## src/rtl/mem_pkg.sv

```systemverilog
// Shared definitions for the instruction-cache miss handler: FSM encoding,
// the NOP fill word, default counter width and the word-align helper.
package mem_pkg;

  typedef enum logic [1:0] {
    ST_BOOT = 2'd0,
    ST_IDLE = 2'd1,
    ST_REQ  = 2'd2,
    ST_FILL = 2'd3
  } refill_state_t;

  localparam logic [31:0] NOP_WORD  = 32'd0;
  localparam int          CNT_W_DEF = 20;

  // MM is word addressed; byte offset bits of the fetch PC are dropped.
  function automatic logic [31:0] word_align(input logic [31:0] addr);
    return {addr[31:2], 2'b00};
  endfunction

endpackage

```

## src/rtl/mm_refill_ctrl.sv

```systemverilog
// Miss handler between the instruction cache and main memory. On a miss it
// requests the word from MM, then hands it to the cache as a one-cycle fill
// strobe. A stuck MM is abandoned after MM_TIMEOUT cycles and a NOP is filled.
module mm_refill_ctrl
  import mem_pkg::*;
#(
  parameter int MM_TIMEOUT = 64,
  parameter int CNT_W      = CNT_W_DEF
) (
  input  logic             CLK,
  input  logic             RESET,
  input  logic [31:0]      PC,
  input  logic             HitWrite,
  input  logic             MM_Ack,
  input  logic [31:0]      MM_RData,
  output logic             MM_Req,
  output logic [31:0]      MM_Addr,
  output logic             Access_MM,
  output logic [31:0]      Data_MM,
  output logic             Busy,
  output logic             Timeout_Err,
  output logic [CNT_W-1:0] CNT_REFILL,
  output logic [CNT_W-1:0] CNT_STALL
);

  localparam int TMR_W = (MM_TIMEOUT > 2) ? $clog2(MM_TIMEOUT) : 1;
  localparam logic [TMR_W-1:0] TMR_LAST = TMR_W'(MM_TIMEOUT - 1);

  refill_state_t state, state_nxt;
  logic [TMR_W-1:0] timer;
  logic             tmr_expired;

  assign tmr_expired = (timer == TMR_LAST);

  // Outputs decoded straight from the state register (Moore, glitch-free).
  assign MM_Req    = (state == ST_REQ);
  assign Access_MM = (state == ST_FILL);
  assign Busy      = (state == ST_REQ) || (state == ST_FILL);

  // State register; reset lands in BOOT to blank the unreset HitWrite.
  always_ff @(posedge CLK) begin
    if (RESET) state <= ST_BOOT;
    else       state <= state_nxt;
  end

  // Next-state logic; an ack beats a simultaneous timeout.
  always_comb begin
    state_nxt = state;
    case (state)
      ST_BOOT: state_nxt = ST_IDLE;
      ST_IDLE: if (!HitWrite) state_nxt = ST_REQ;
      ST_REQ:  if (MM_Ack || tmr_expired) state_nxt = ST_FILL;
      ST_FILL: state_nxt = ST_IDLE;
      default: state_nxt = ST_BOOT;
    endcase
  end

  // Datapath: address latch, fill data, saturating timer, sticky error, counters.
  always_ff @(posedge CLK) begin
    if (RESET) begin
      MM_Addr     <= 32'd0;
      Data_MM     <= 32'd0;
      timer       <= '0;
      Timeout_Err <= 1'b0;
      CNT_REFILL  <= '0;
      CNT_STALL   <= '0;
    end else begin
      case (state)
        ST_IDLE: begin
          if (!HitWrite) begin
            MM_Addr <= word_align(PC);
            timer   <= '0;
          end
        end
        ST_REQ: begin
          CNT_STALL <= CNT_STALL + CNT_W'(1);
          if (timer != '1) timer <= timer + TMR_W'(1);
          if (MM_Ack) begin
            Data_MM <= MM_RData;
          end else if (tmr_expired) begin
            Data_MM     <= NOP_WORD;
            Timeout_Err <= 1'b1;
          end
        end
        ST_FILL: CNT_REFILL <= CNT_REFILL + CNT_W'(1);
        default: ;
      endcase
    end
  end

endmodule

```

## config.mk

```make
export PLATFORM = sky130hd
export DESIGN_NAME = mm_refill_ctrl
export DESIGN_NICKNAME = d
export VERILOG_FILES = /design/src/rtl/mem_pkg.sv /design/src/rtl/mm_refill_ctrl.sv
export SDC_FILE = /design/constraint.sdc
export NUM_CORES = 1
export LEC_CHECK = 0
export BUFFER_PORTS_ARGS = -buffer_cell sky130_fd_sc_hd__buf_4
export CAP_MARGIN = 5
export CORE_MARGIN = 3
export CORE_UTILIZATION = 49
export CTS_BUF_LIST = sky130_fd_sc_hd__clkbuf_16
export DETAILED_ROUTE_END_ITERATION = 6
export PLACE_DENSITY = 0.9
export SLEW_MARGIN = 0
export SYNTH_ARGS = -nofsm -noshare
export SYNTH_HDL_FRONTEND = slang
export SYNTH_SLANG_ARGS = --single-unit
export TNS_END_PERCENT = 1
```

## constraint.sdc

```tcl
create_clock -name CLK -period 2.55 [get_ports CLK]
set_input_delay 0.255 -clock CLK [delete_from_list [all_inputs] [get_ports CLK]]
set_output_delay 0.255 -clock CLK [all_outputs]
set_load 0.1 [all_outputs]
```

==> Yosys cells after proc, flatten, opt, wreduce, memory -nomap -nowiden <==
Index checks and enable logic that the tools add are counted.
{ "totals": {"register_bits": 111, "out_inout_bits": 108} }
{ "op_classes": {"add_sub_neg": 3, "eq_ne": 8, "mux": 8, "bitwise_logic": 2, "reduce_logical": 11} }
{ "ops": {"columns": ["cell", "n"], "rows": [
  ["two-way mux 32 bit", 2],
  ["adder 20 x 1 -> 20 bit, second input constant", 2],
  ["two-way mux 6 bit", 2],
  ["one-hot mux 6 bit (2 select lines)", 1],
  ["adder 6 x 1 -> 6 bit, second input constant", 1],
  ["== test 6 bit, second input constant", 1],
  ["!= test 6 bit, second input constant", 1],
  ["one-hot mux 2 bit (3 select lines)", 1],
  ["AND reduction 2 bit", 3],
  ["AND reduction 3 bit", 2],
  ["== test 2 bit, second input constant", 2],
  ["two-way mux 2 bit", 2],
  ["!= test 2 x 1 -> 1 bit, second input constant", 2],
  ["nonzero test 2 bit", 2],
  ["== test 2 x 1 -> 1 bit, second input constant", 1],
  ["logical NOT 2 bit", 1],
  ["logical OR 1 bit", 2],
  ["!= test 2 bit, second input constant", 1],
  ["NOT 1 bit", 2],
  ["OR reduction 2 bit", 1]
]} }

==> Logic depth before layout (Yosys ltp) <==
Gate-level depths: netlist of the first run.
{ "depth": {"depth_word": 4, "mapped_depth": 8, "depth_no_buf": 6} }

==> Least setup slack after synthesis of the first run <==
Ideal clock, no wire load.
{ "synth_timing": {"path_kind": "register to register", "from": "register state[0]", "to": "register timer[3]", "setup_ns": 0.074, "arrival_ns": 2.543, "slack_ns": -0.067, "stages_incl_launch_ff": 8, "n_path_buf": 1, "path_cell_list": "dfxtp_1 > inv_1 > ha_1 > buf_2 > or2_2 > o211ai_1 > or4b_2 > a31oi_1"} }
{ "synth_via": {"elab_chain_cells": 3, "word_cells_on_any_way": 7} }
{ "synth_rtl": {"columns": ["item", "line_no", "rtl"], "rows": [
  ["start: declaration", "mm_refill_ctrl.sv:29", "refill_state_t state, state_nxt;"],
  ["start signal: assignment", "mm_refill_ctrl.sv:43", "else state <= state_nxt;"],
  ["== test 2 bit (*)", null, null],
  ["net MM_Req", "mm_refill_ctrl.sv:16", "output logic MM_Req,"],
  ["!= test 2 x 1 -> 1 bit (no source line) or nonzero test 2 bit (tied branches)", null, null],
  ["AND reduction 3 bit (no source line)", null, null],
  ["end signal: assignment", "mm_refill_ctrl.sv:77", "if (timer != '1) timer <= timer + TMR_W'(1);"],
  ["end: declaration", "mm_refill_ctrl.sv:30", "logic [TMR_W-1:0] timer;"]
]} }
Mark *: on every way through the listed nets, which the timed path passes. The rest lies on a longest branch.
A chain may end at the register's enable or synchronous reset.

==> Worst setup path in the final report of the first run <==
{ "layout_timing": {"from": "register state[0]", "to": "register CNT_STALL[16]"} }
{ "layout_via": {"elab_chain_cells": 1} }
{ "layout_rtl": {"columns": ["item", "line_no", "rtl"], "rows": [
  ["== test 2 bit", "mm_refill_ctrl.sv:68", "case (state)"],
  ["end signal: assignment", "mm_refill_ctrl.sv:76", "CNT_STALL <= CNT_STALL + CNT_W'(1);"],
  ["end: declaration", "mm_refill_ctrl.sv:23", "output logic [CNT_W-1:0] CNT_STALL"]
]} }
No other way between the ends.

==> run_results.csv, run 1 <==
group,metric,value,unit
floorplan,die_x,102.0,um
logic_synthesis,yosysTopAreaCell,"dfxtp_1",
global_route,grt_pass1_wl,18200,um
logic_synthesis,yosysUniqueCellTypes,39,
logic_synthesis,syn_area,4514,um2
global_route,grt_max_degree,75,
worst_setup_path,start_kind,"flip-flop",
sta,rsz0062_at_grt,"no",
logic_synthesis,syn_avg_cell_area,8.119,um2
clock_tree,cts_htree_levels,3,
sta,final-setup-viol-count,0,
clock_tree,cts_setup_buffers,0,
logic_synthesis,yosysWarningCount,0,
clock_tree,post_cts_resized,0,
worst_setup_path,worstPathRequired,2.80,ns
floorplan,row_count,34,
global_route,gr-total-overflow,0,
finish,seq_area,2222,um2
clock_tree,cts.reportedPaths.clkPinSlew,0.07,ns
drt,antenna_left,0,
floorplan,ios,176,
clock_tree,cts_buffers,9,
global_route,use_met3,0.04710,
pwr,ir_drop,454.5,uV
pwr,p_seq_frac,0.411,
sta,maxSlewHeadroom,0.4965,
pwr,power_frac_comb,0.306,
clock_tree,cts.sinks,111,
finish,n_antenna_cell,0,
pwr,p_per_area,752.6,nW/um2
logic_synthesis,synth_ff_type,"dfxtp_1",
drt,vias,4466,
floorplan,die-area,10400,um2
global_route,busiest_layer,"met2",
finish,drive_above_1_share,0.2839,
worst_setup_path,crit_type,"reg -> reg",
place,place.detailed.hpwl,8271,um
pwr,p_switching,1.719,mW
drt,wire_per_inst,13.77,um
finish,nNetsFinal,786,
place,io_buffers,171,
worst_setup_path,cp_max_fo,15,
floorplan,design.core.area,8848,um2
pwr,power.leakage,2.487,nW
finish,multiInputGateArea,2110,um2
place,gp_congestion,0.8148,
sta,drv_slew,0,
drt,drtPass1Iterations,4,
worst_hold_path,hold_path_class,"in -> reg",
sta,whs,0.1629,ns
floorplan,die_y,102.0,um
drt,drc,0,
sta,finalHoldViolCount,0,
worst_setup_path,max_stage_delay,0.56,ns
worst_setup_path,arrival,2.36,ns
clock_tree,clock_latency,0.33,ns
pwr,p_clk_frac,0.283,
logic_synthesis,ys_ff_latch,111,
worst_setup_path,cp_cell_sequence,"inv_1 > ha_2 > nand4_1 > or4_4 > or3_1 > a21oi_1",
sta,skew,0.005980,ns
drt,wl,11340,um
worst_setup_path,cp_slowest_cell,"or4_4",
logic_synthesis,syn_inst,556,
drt,first_iter_violations,163,
global_route,antenna_found_initial,0,
run,cap_violations,0,
floorplan,start_util,0.5102,
logic_synthesis,synth_edf_count,0,
sta,worstMarginPinSlew,0.7553,ns
finish,syn2layout_area_growth,36.50,%
sta,final.period_utilization,0.8306,
sta,finalSetupTns,0,ns
pwr,p_int,2.919,mW
worst_setup_path,cp-end-kind,"flip-flop",
clock_tree,clock_path_buffers,2,
global_route,grtUsageTotal,0.2113,
logic_synthesis,netlist.area_leader.share,0.4922,
pwr,switching_share,0.3707,
logic_synthesis,synth_area_leaders,"dfxtp_1 49%, nand2_1 9.6%, a21oi_1 9.1%",
finish,nFillCells,699,
global_route,grt_util_met1,0.2406,
clock_tree,cts_root_buf,"clkbuf_16",
sta,max_clock_freq,472.1,MHz
drt,viasPerCell,5.426,
logic_synthesis,ys_seq_area_frac,0.4922,
sta,period_minus_slack,2.118,ns
status,status,"finished clean",
clock_tree,cts_tree,"done",
global_route,grt_util_met2,0.3788,
global_route,grt_pass1_vias,4172,
logic_synthesis,synthArstFlopShare,0,
clock_tree,hold_buffers,0,
[worst paths after layout]
kind / cells past startpoint / from / slack (ns) / endpoint
worst max register to register: 6 / state[0] / 0.43 / CNT_STALL[16]
worst min register to register: 2 / MM_Addr[12] / 0.46 / MM_Addr[12]
worst max-delay path: 6 / state[0] / 0.43 / CNT_STALL[16]
worst min-delay path: 3 / MM_RData[30] / 0.16 / Data_MM[30]
[layout by cell type (no fill, tap or decap), types with 2 or more instances in the layout]
cell type,netlist,routed
buf_4,2,179
or2_2,3,3
or3_1,13,13
nand3_1,45,45
clkbuf_16,0,9
and4_1,3,3
nor3_1,6,6
nand4_2,2,2
mux2i_1,3,3
ha_1,6,5
dfxtp_1,111,111
nor2b_1,3,2
nand2b_1,2,2
or4_4,2,2
nand4b_1,2,2
buf_12,0,2
xnor2_1,15,15
nand4_1,11,11
nand2_1,116,116
xor2_1,8,8
nor2_1,29,29
and2_1,3,3
inv_1,11,14
and3_1,3,3
o21ai_0,18,18
a211oi_1,2,2
a21oi_1,82,82
conb_1,1,2
a41oi_1,2,2
or4_1,3,3
nor4_1,7,7
[sequential cells by signal, summed over array words and instances, names as in the netlist]
signal	count
CNT_STALL	20
state	2
MM_Addr	30
Timeout_Err	1
Data_MM	32
CNT_REFILL	20
timer	6
[per-stage QoR]
stage	setup slack, ns	cell area, um2	power, mW	std cells	utilization
global placement	0.5603	5892	3.335	809	0.6659
CTS	0.4512	6162	4.674	823	0.6964
global route	0.2954	6162	4.828	823	0.6964
finish	0.4319	6162	4.638	823	0.6964
detailed placement	0.4658	5892	3.370	809	0.6659
floorplan	0.04100	4521	3.029	557	-
[cell type report]
class,count,share of cell area
Multi-Input combinational cell,398,0.3423
Clock buffer,9,0.03655
Timing Repair Buffer,181,0.2246
Inverter,11,0.006701
Clock inverter,5,0.007310
Sequential cell,111,0.3606
Tap cell,108,0.02193
[Yosys cell counts, types with 7 or more instances]
library cell	number
a21oi_1	82
clkbuf_1	26
dfxtp_1	111
inv_1	11
nand2_1	116
nand3_1	45
nand4_1	11
nor2_1	29
nor4_1	7
o21ai_0	18
or3_1	13
xnor2_1	15
xor2_1	8
[metal layers]
layer / vias up / wire (um)
met1: 2084 / 4493
met2: 158 / 5792
li1: 2200 / -
met3: 24 / 788
met5: - / 0
met4: 0 / 262
[logic make-up (layout without fill, tap and decap cells)]
family | after synthesis | count (layout) | synth area share
multiplexers | 4 | 4 | 0.009146
AND/OR/NAND/NOR | 255 | 255 | 0.2691
XOR/XNOR | 23 | 23 | 0.04462
other | 1 | 2 | 0.0008307
AO/OA/AOI/OAI | 108 | 108 | 0.1250
adder cells (fa/ha/maj) | 6 | 6 | 0.01663
buffers and inverters | 48 | 206 | 0.04240
flip-flops | 111 | 111 | 0.4922
[power groups by stage]
stage          Clock (mW)  Sequential, mW  Combinational, mW
3_3_place_gp            0            1.94               1.40
4_1_cts              1.34            1.91               1.43
5_1_grt              1.41            1.92               1.50
3_5_place_dp            0            1.94               1.43
6_report             1.31            1.91               1.42
2_1_floorplan           0            2.57              0.456
[critical path, delay by kind of cell, from the launching register on]
family | cells | cell delay (ns)
buffers and inverters | 1 | 0.07
adder cells (fa/ha/maj) | 1 | 0.32
AND/OR/NAND/NOR | 3 | 1.11
flip-flops | 1 | 0.33
AO/OA/AOI/OAI | 1 | 0.19
No activity file was read; power rests on OpenSTA's default activity.
==> run 2: changes to the inputs <==
==> constraint.sdc (replaced) <==
create_clock -name CLK -period 2.05 [get_ports CLK]
set_input_delay 0.205 -clock CLK [delete_from_list [all_inputs] [get_ports CLK]]
set_output_delay 0.205 -clock CLK [all_outputs]
set_load 0.1 [all_outputs]
==> run 2 against run 1 <==
Core utilization rose by 1.5 points. Combinational power rose by 27%. Non-clock buffer count rose by 6. Sequential share of layout area rose by 0.073 points. Register-to-register slack got worse by 0.29 ns. Clock skew rose by 0.0040 ns. Sequential cell count did not move. Final area rose by 2.2%. Global-route usage fell by 0.25 points. Clock power rose by 32%. Final cell count rose by 0.97%.
==> run_results.csv, run 2 (synthesized netlist as in run 1, its figures left out) <==
group,metric,value,unit
worst_setup_path,crit_type,"reg -> reg",
worst_setup_path,timing.rr.end,"CNT_STALL[16]",
finish,nNetsFinal,792,
floorplan,ios,176,
clock_tree,hold_buffers,0,
worst_hold_path,hold_path_class,"in -> reg",
clock_tree,clock_latency,0.33,ns
floorplan,die_x,102.0,um
clock_tree,clock_path_buffers,2,
floorplan,row_count,34,
sta,max_clock_freq,525.2,MHz
global_route,grtUsageTotal,0.2089,
floorplan,die_y,102.0,um
pwr,power.leakage,2.535,nW
drt,drc,0,
finish,final_util,0.7118,
drt,wl_met2,5823,um
sta,rsz0062_at_grt,"no",
finish,design_area,6299,um2
sta,period_minus_slack,1.904,ns
worst_setup_path,worstPathRequired,2.31,ns
floorplan,start_util,0.5102,
drt,wire_per_inst,13.77,um
clock_tree,cts_setup_buffers,0,
clock_tree,post_cts_resized,0,
drt,drtPass1Iterations,5,
sta,final-setup-viol-count,0,
worst_setup_path,cp-endpoint,"CNT_STALL[16]",
drt,vias,4436,
worst_setup_path,rr_worst_depth,6,
finish,largest_reg_flops,32,
clock_tree,cts.sinks,111,
pwr,p_per_area,937.0,nW/um2
clock_tree,cts_tree,"done",
clock_tree,cts_buffers,9,
global_route,grt_max_degree,44,
pwr,ir_drop,534.0,uV
drt,top_layer,"met4",
finish,largest_registers,"Data_MM: 32 flops, MM_Addr: 30 flops",
worst_setup_path,reg2reg_from,"state[0]",
sta,final.period_utilization,0.9289,
sta,skew,0.01001,ns
sta,drv_slew,0,
clock_tree,cts.reportedPaths.clkPinSlew,0.07,ns
finish,syn2layout_area_growth,39.52,%
finish,nFillCells,663,
worst_setup_path,cp-end-kind,"flip-flop",
status,status,"finished clean",
floorplan,die-area,10400,um2
sta,finalHoldViolCount,0,
finish,n_antenna_cell,0,
worst_setup_path,cp_max_fo,5,
worst_setup_path,start_kind,"flip-flop",
clock_tree,cts_root_buf,"clkbuf_16",
drt,wl_met3,755,um
global_route,grt_pass1_wl,18110,um
finish,final_common_cell,"buf_4",
floorplan,design.core.area,8848,um2
worst_setup_path,arrival,2.16,ns
drt,wl,11440,um
global_route,gr-total-overflow,0,
finish,largest_register,"Data_MM",
place,dpl_cell_area,6003,um2
drt,first_iter_violations,158,
worst_setup_path,r2r_slack,0.15,ns
worst_setup_path,startpoint,"state[0]",
global_route,antenna_found_initial,0,
place,gp_congestion,0.8064,
finish,drive_above_1_share,0.3333,
drt,antenna_left,0,
drt,wl_met1,4684,um
clock_tree,cts_htree_levels,3,
run,cap_violations,0,
place,place.detailed.hpwl,8447,um
global_route,grt_pass1_vias,4084,
drt,viasPerCell,5.338,
place,io_buffers,171,
finish,layout_common_cells,"185 x buf_4, 116 x nand2_1, 84 x dfxtp_1, 82 x a21oi_1, 45 x nand3_1",
-- run 2: changes by cell type in the layout (fill, tap and decap cells not counted), moves of 2 or more --
cell and delta:
inv_6 +2, dfxtp_2 +19, dfxtp_1 -27, buf_4 +6
inv_1 -3, dfxtp_4 +8
-- run 2: how the worst min path moves through the flow --
stage | from | end | slack (ns) | depth (start not counted)
after floorplan | MM_RData[0] | Data_MM[0] | 0.34 | 2
after global placement | MM_Addr[2] | MM_Addr[2] | 0.44 | 2
after detailed placement | MM_Addr[16] | MM_Addr[16] | 0.45 | 2
after CTS | PC[22] | MM_Addr[22] | 0.10 | 3
after global routing | PC[26] | MM_Addr[26] | 0.11 | 3
final | MM_RData[15] | Data_MM[15] | 0.11 | 3
-- run 2: layout make-up --
type                            count  area, um2  area share
Sequential cell                   111       2276      0.3613
Multi-Input combinational cell    398       2122      0.3369
Timing Repair Buffer              187       1429      0.2269
Clock buffer                        9      225.2     0.03576
Tap cell                          108      135.1     0.02145
Clock inverter                      7      70.07     0.01112
Inverter                           11      41.29    0.006555
-- run 2: power by group --
part | leakage, nW | switching, mW | total, mW | internal [mW]
sequential | 0.914 | 0.0898 | 2.36 | 2.27
clock | 0.146 | 0.776 | 1.73 | 0.952
combinational | 1.48 | 1.35 | 1.81 | 0.463
total | 2.54 | 2.21 | 5.90 | 3.69
-- run 2: critical path: stages (launching register included) --
cell     delay, ns
dfxtp_1       0.34
inv_1         0.11
ha_4          0.15
nand4_1       0.13
or4_4         0.55
or3_1         0.38
a21oi_1       0.18
-- run 2: through the flow --
step | cells | hold slack [ns] | worst slack, ns | total power, mW | setup TNS, ns
after global routing | 831 | 0.1071 | 0.03107 | 6.140 | 0
after detailed placement | 815 | 0.4474 | 0.1485 | 4.226 | 0
after CTS | 831 | 0.1013 | 0.1347 | 5.962 | 0
after global placement | 815 | 0.4432 | 0.2387 | 4.191 | 0
final | 831 | 0.1143 | 0.1458 | 5.902 | 0
after floorplan | 557 | 0.3410 | -0.01626 | 3.782 | -0.05994
-- run 2: routing by layer --
| metal | GRT usage | vias to the layer above |
|---|---|---|
| met5 | 0 | - |
| met4 | 0.06862 | 0 |
| met3 | 0.04710 | 17 |
| met2 | 0.3688 | 133 |
| met1 | 0.2514 | 2065 |
| li1 | - | 2221 |
==> run 3: changes to the inputs <==
--- a/config.mk
+++ b/config.mk
@@ -8,10 +8,10 @@
 export BUFFER_PORTS_ARGS = -buffer_cell sky130_fd_sc_hd__buf_4
 export CAP_MARGIN = 5
 export CORE_MARGIN = 3
-export CORE_UTILIZATION = 49
+export CORE_UTILIZATION = 44
 export CTS_BUF_LIST = sky130_fd_sc_hd__clkbuf_16
 export DETAILED_ROUTE_END_ITERATION = 6
-export PLACE_DENSITY = 0.9
+export PLACE_DENSITY = 0.86
 export SLEW_MARGIN = 0
 export SYNTH_ARGS = -nofsm -noshare
 export SYNTH_HDL_FRONTEND = slang
==> constraint.sdc (replaced) <==
create_clock -name CLK -period 1.7 [get_ports CLK]
set_input_delay 0.17 -clock CLK [delete_from_list [all_inputs] [get_ports CLK]]
set_output_delay 0.17 -clock CLK [all_outputs]
set_load 0.1 [all_outputs]
==> run 3 against run 2 <==
The flow now finishes with violations (setup timing). Global-route usage fell by 0.41 points. First-iteration DRC count rose by 63%. Hold slack got worse by 0.038 ns. Largest power group unchanged. Non-clock buffer count rose by 15. Critical path type unchanged. Total power rose by 21%. Final cell count rose by 4.8%. Final area rose by 4.8%. Count of clock-buffer cells in the layout rose by 1. Sequential cell count did not move. Clock skew barely moved.
==> run_results.csv, run 3 (synthesized netlist as in run 1, its figures left out) <==
group,metric,value,unit
drt,drtPass1Iterations,4,
pwr,p_per_area,1080,nW/um2
worst_setup_path,timing.rr.end,"CNT_STALL[18]",
worst_setup_path,worstPathRequired,1.96,ns
clock_tree,cts_htree_levels,3,
global_route,grt_pass1_vias,4265,
run,cap_violations,0,
floorplan,die-area,11510,um2
finish,multiInputGateArea,2215,um2
clock_tree,clock_path_buffers,2,
worst_hold_path,hold_path_class,"in -> reg",
global_route,grt_pass1_wl,19500,um
sta,rsz0062_at_grt,"yes",
drt,antenna_left,0,
sta,finalWorstSetupSlack,-0.05628,ns
status,status,"complete, but fails checks",
finish,largest_registers,"Data_MM: 32 flops, MM_Addr: 30 flops",
pwr,fin_total_pwr,7.133,mW
pwr,ir_drop,555.8,uV
finish,layout_common_cells,"197 x buf_4, 116 x nand2_1, 77 x a21oi_1, 74 x dfxtp_1, 44 x nand3_1",
clock_tree,hold_buffers,0,
worst_setup_path,crit_type,"reg -> reg",
worst_setup_path,cp_cell_sequence,"inv_2 > ha_4 > nand4_1 > or4_4 > or3_1 > a21oi_1",
sta,finalSetupTns,-0.08892,ns
place,place.detailed.hpwl,8730,um
global_route,grt_max_degree,37,
clock_tree,clock_latency,0.33,ns
clock_tree,cts_buffers,9,
sta,final-setup-viol-count,5,
sta,skew,0.009677,ns
finish,syn2layout_area_growth,46.26,%
sta,worstMarginPinSlew,0.6469,ns
sta,max_clock_freq,569.4,MHz
clock_tree,cts_root_buf,"clkbuf_16",
floorplan,row_count,36,
finish,seq_area,2326,um2
sta,finalHoldViolCount,0,
worst_setup_path,r2r_slack,-0.06,ns
place,io_buffers,171,
worst_setup_path,cp_slowest_cell,"or4_4",
worst_setup_path,max_stage_delay,0.49,ns
drt,vias,4514,
worst_setup_path,arrival,2.02,ns
worst_setup_path,cp_max_fo,6,
sta,drv_slew,0,
finish,nNetsFinal,807,
drt,viasPerCell,5.183,
finish,final_common_cell,"buf_4",
floorplan,die_x,107.3,um
worst_hold_path,min_to,"Data_MM[22]",
worst_setup_path,cp-end-kind,"flip-flop",
drt,drc,0,
sta,whs,0.07627,ns
global_route,gr-total-overflow,0,
clock_tree,cts.reportedPaths.clkPinSlew,0.07,ns
finish,drive_above_1_share,0.3780,
finish,nFillCells,796,
floorplan,ios,176,
finish,n_antenna_cell,0,
worst_hold_path,hold_start,"MM_RData[22]",
sta,final.period_utilization,1.033,
place,dp_cells,855,
sta,maxSlewHeadroom,0.5678,
global_route,antenna_found_initial,0,
drt,wire_per_inst,13.74,um
drt,wl,11970,um
sta,period_minus_slack,1.756,ns
worst_hold_path,whs_path_depth,3,
place,gp_congestion,0.8284,
status,failed_checks,"setup timing",
clock_tree,cts.sinks,111,
floorplan,die_y,107.3,um
floorplan,start_util,0.4576,
finish,largest_register,"Data_MM",
worst_setup_path,reg2reg_from,"state[0]",
drt,first_iter_violations,257,
global_route,grtUsageTotal,0.2047,
finish,fin_cells,871,
floorplan,design.core.area,9864,um2
finish,largest_reg_flops,32,
clock_tree,cts_tree,"done",
worst_setup_path,rr_worst_depth,6,
pwr,power.leakage,2.640,nW
worst_setup_path,start_kind,"flip-flop",
[run 3: where the power goes]
group | switching (mW) | internal (mW)
Sequential | 0.109 | 2.73
Combinational | 1.67 | 0.669
Clock | 0.889 | 1.06
Total | 2.67 | 4.47
[run 3: final cells by class]
cell class | instances | area share
clock buffers | 10 | 0.03790
clock inverters | 6 | 0.003790
inverters | 11 | 0.006254
multi-input cells | 398 | 0.3354
flip-flops and latches | 111 | 0.3523
well taps | 133 | 0.02520
repair buffers | 202 | 0.2392
[run 3: worst max-delay path: cells and delay by family, from the launching register on]
kind	cells	cell delay [ns]
AND/OR/NAND/NOR	3	0.96
flip-flops	1	0.35
adder cells (fa/ha/maj)	1	0.15
AO/OA/AOI/OAI	1	0.15
buffers and inverters	1	0.06
[run 3: how the worst max path moves through the flow]
stage | from | end | slack [ns] | cells past startpoint
after floorplan | state[0] | timer[3] | -0.18 | 7
after global placement | state[1] | MM_Addr[10] | -0.11 | 5
after detailed placement | state[1] | MM_Addr[13] | -0.24 | 5
after CTS | state[1] | Busy | -0.09 | 5
after global routing | state[0] | CNT_STALL[18] | -0.13 | 6
final | state[0] | CNT_STALL[18] | -0.06 | 6
[run 3: layer usage]
metal  track usage  share of wire  vias up
li1              -              -     2246
met1        0.2509           0.41     2107
met2        0.3499           0.51      141
met3       0.03779          0.056       20
met4       0.09041          0.021        0
met5             0              0        -
[run 3: stage by stage]
| step | setup WS (ns) | instance area [um2] | util |
|---|---|---|---|
| 2_1_floorplan | -0.1822 | 4664 | - |
| 3_3_place_gp | -0.1091 | 6243 | 0.6329 |
| 3_5_place_dp | -0.2422 | 6243 | 0.6329 |
| 4_1_cts | -0.09470 | 6534 | 0.6624 |
| 5_1_grt | -0.1256 | 6603 | 0.6693 |
| 6_report | -0.05628 | 6603 | 0.6693 |
[run 3: repair_timing]
| item | 4_1_cts | 5_1_grt |
|---|---|---|
| buffers inserted | 0 | 0 |
| pin swaps | 2 | 10 |
| cloned | 0 | 0 |
| gates resized for setup | 5 | 17 |
| setup endpoints to repair | 39 | 76 |
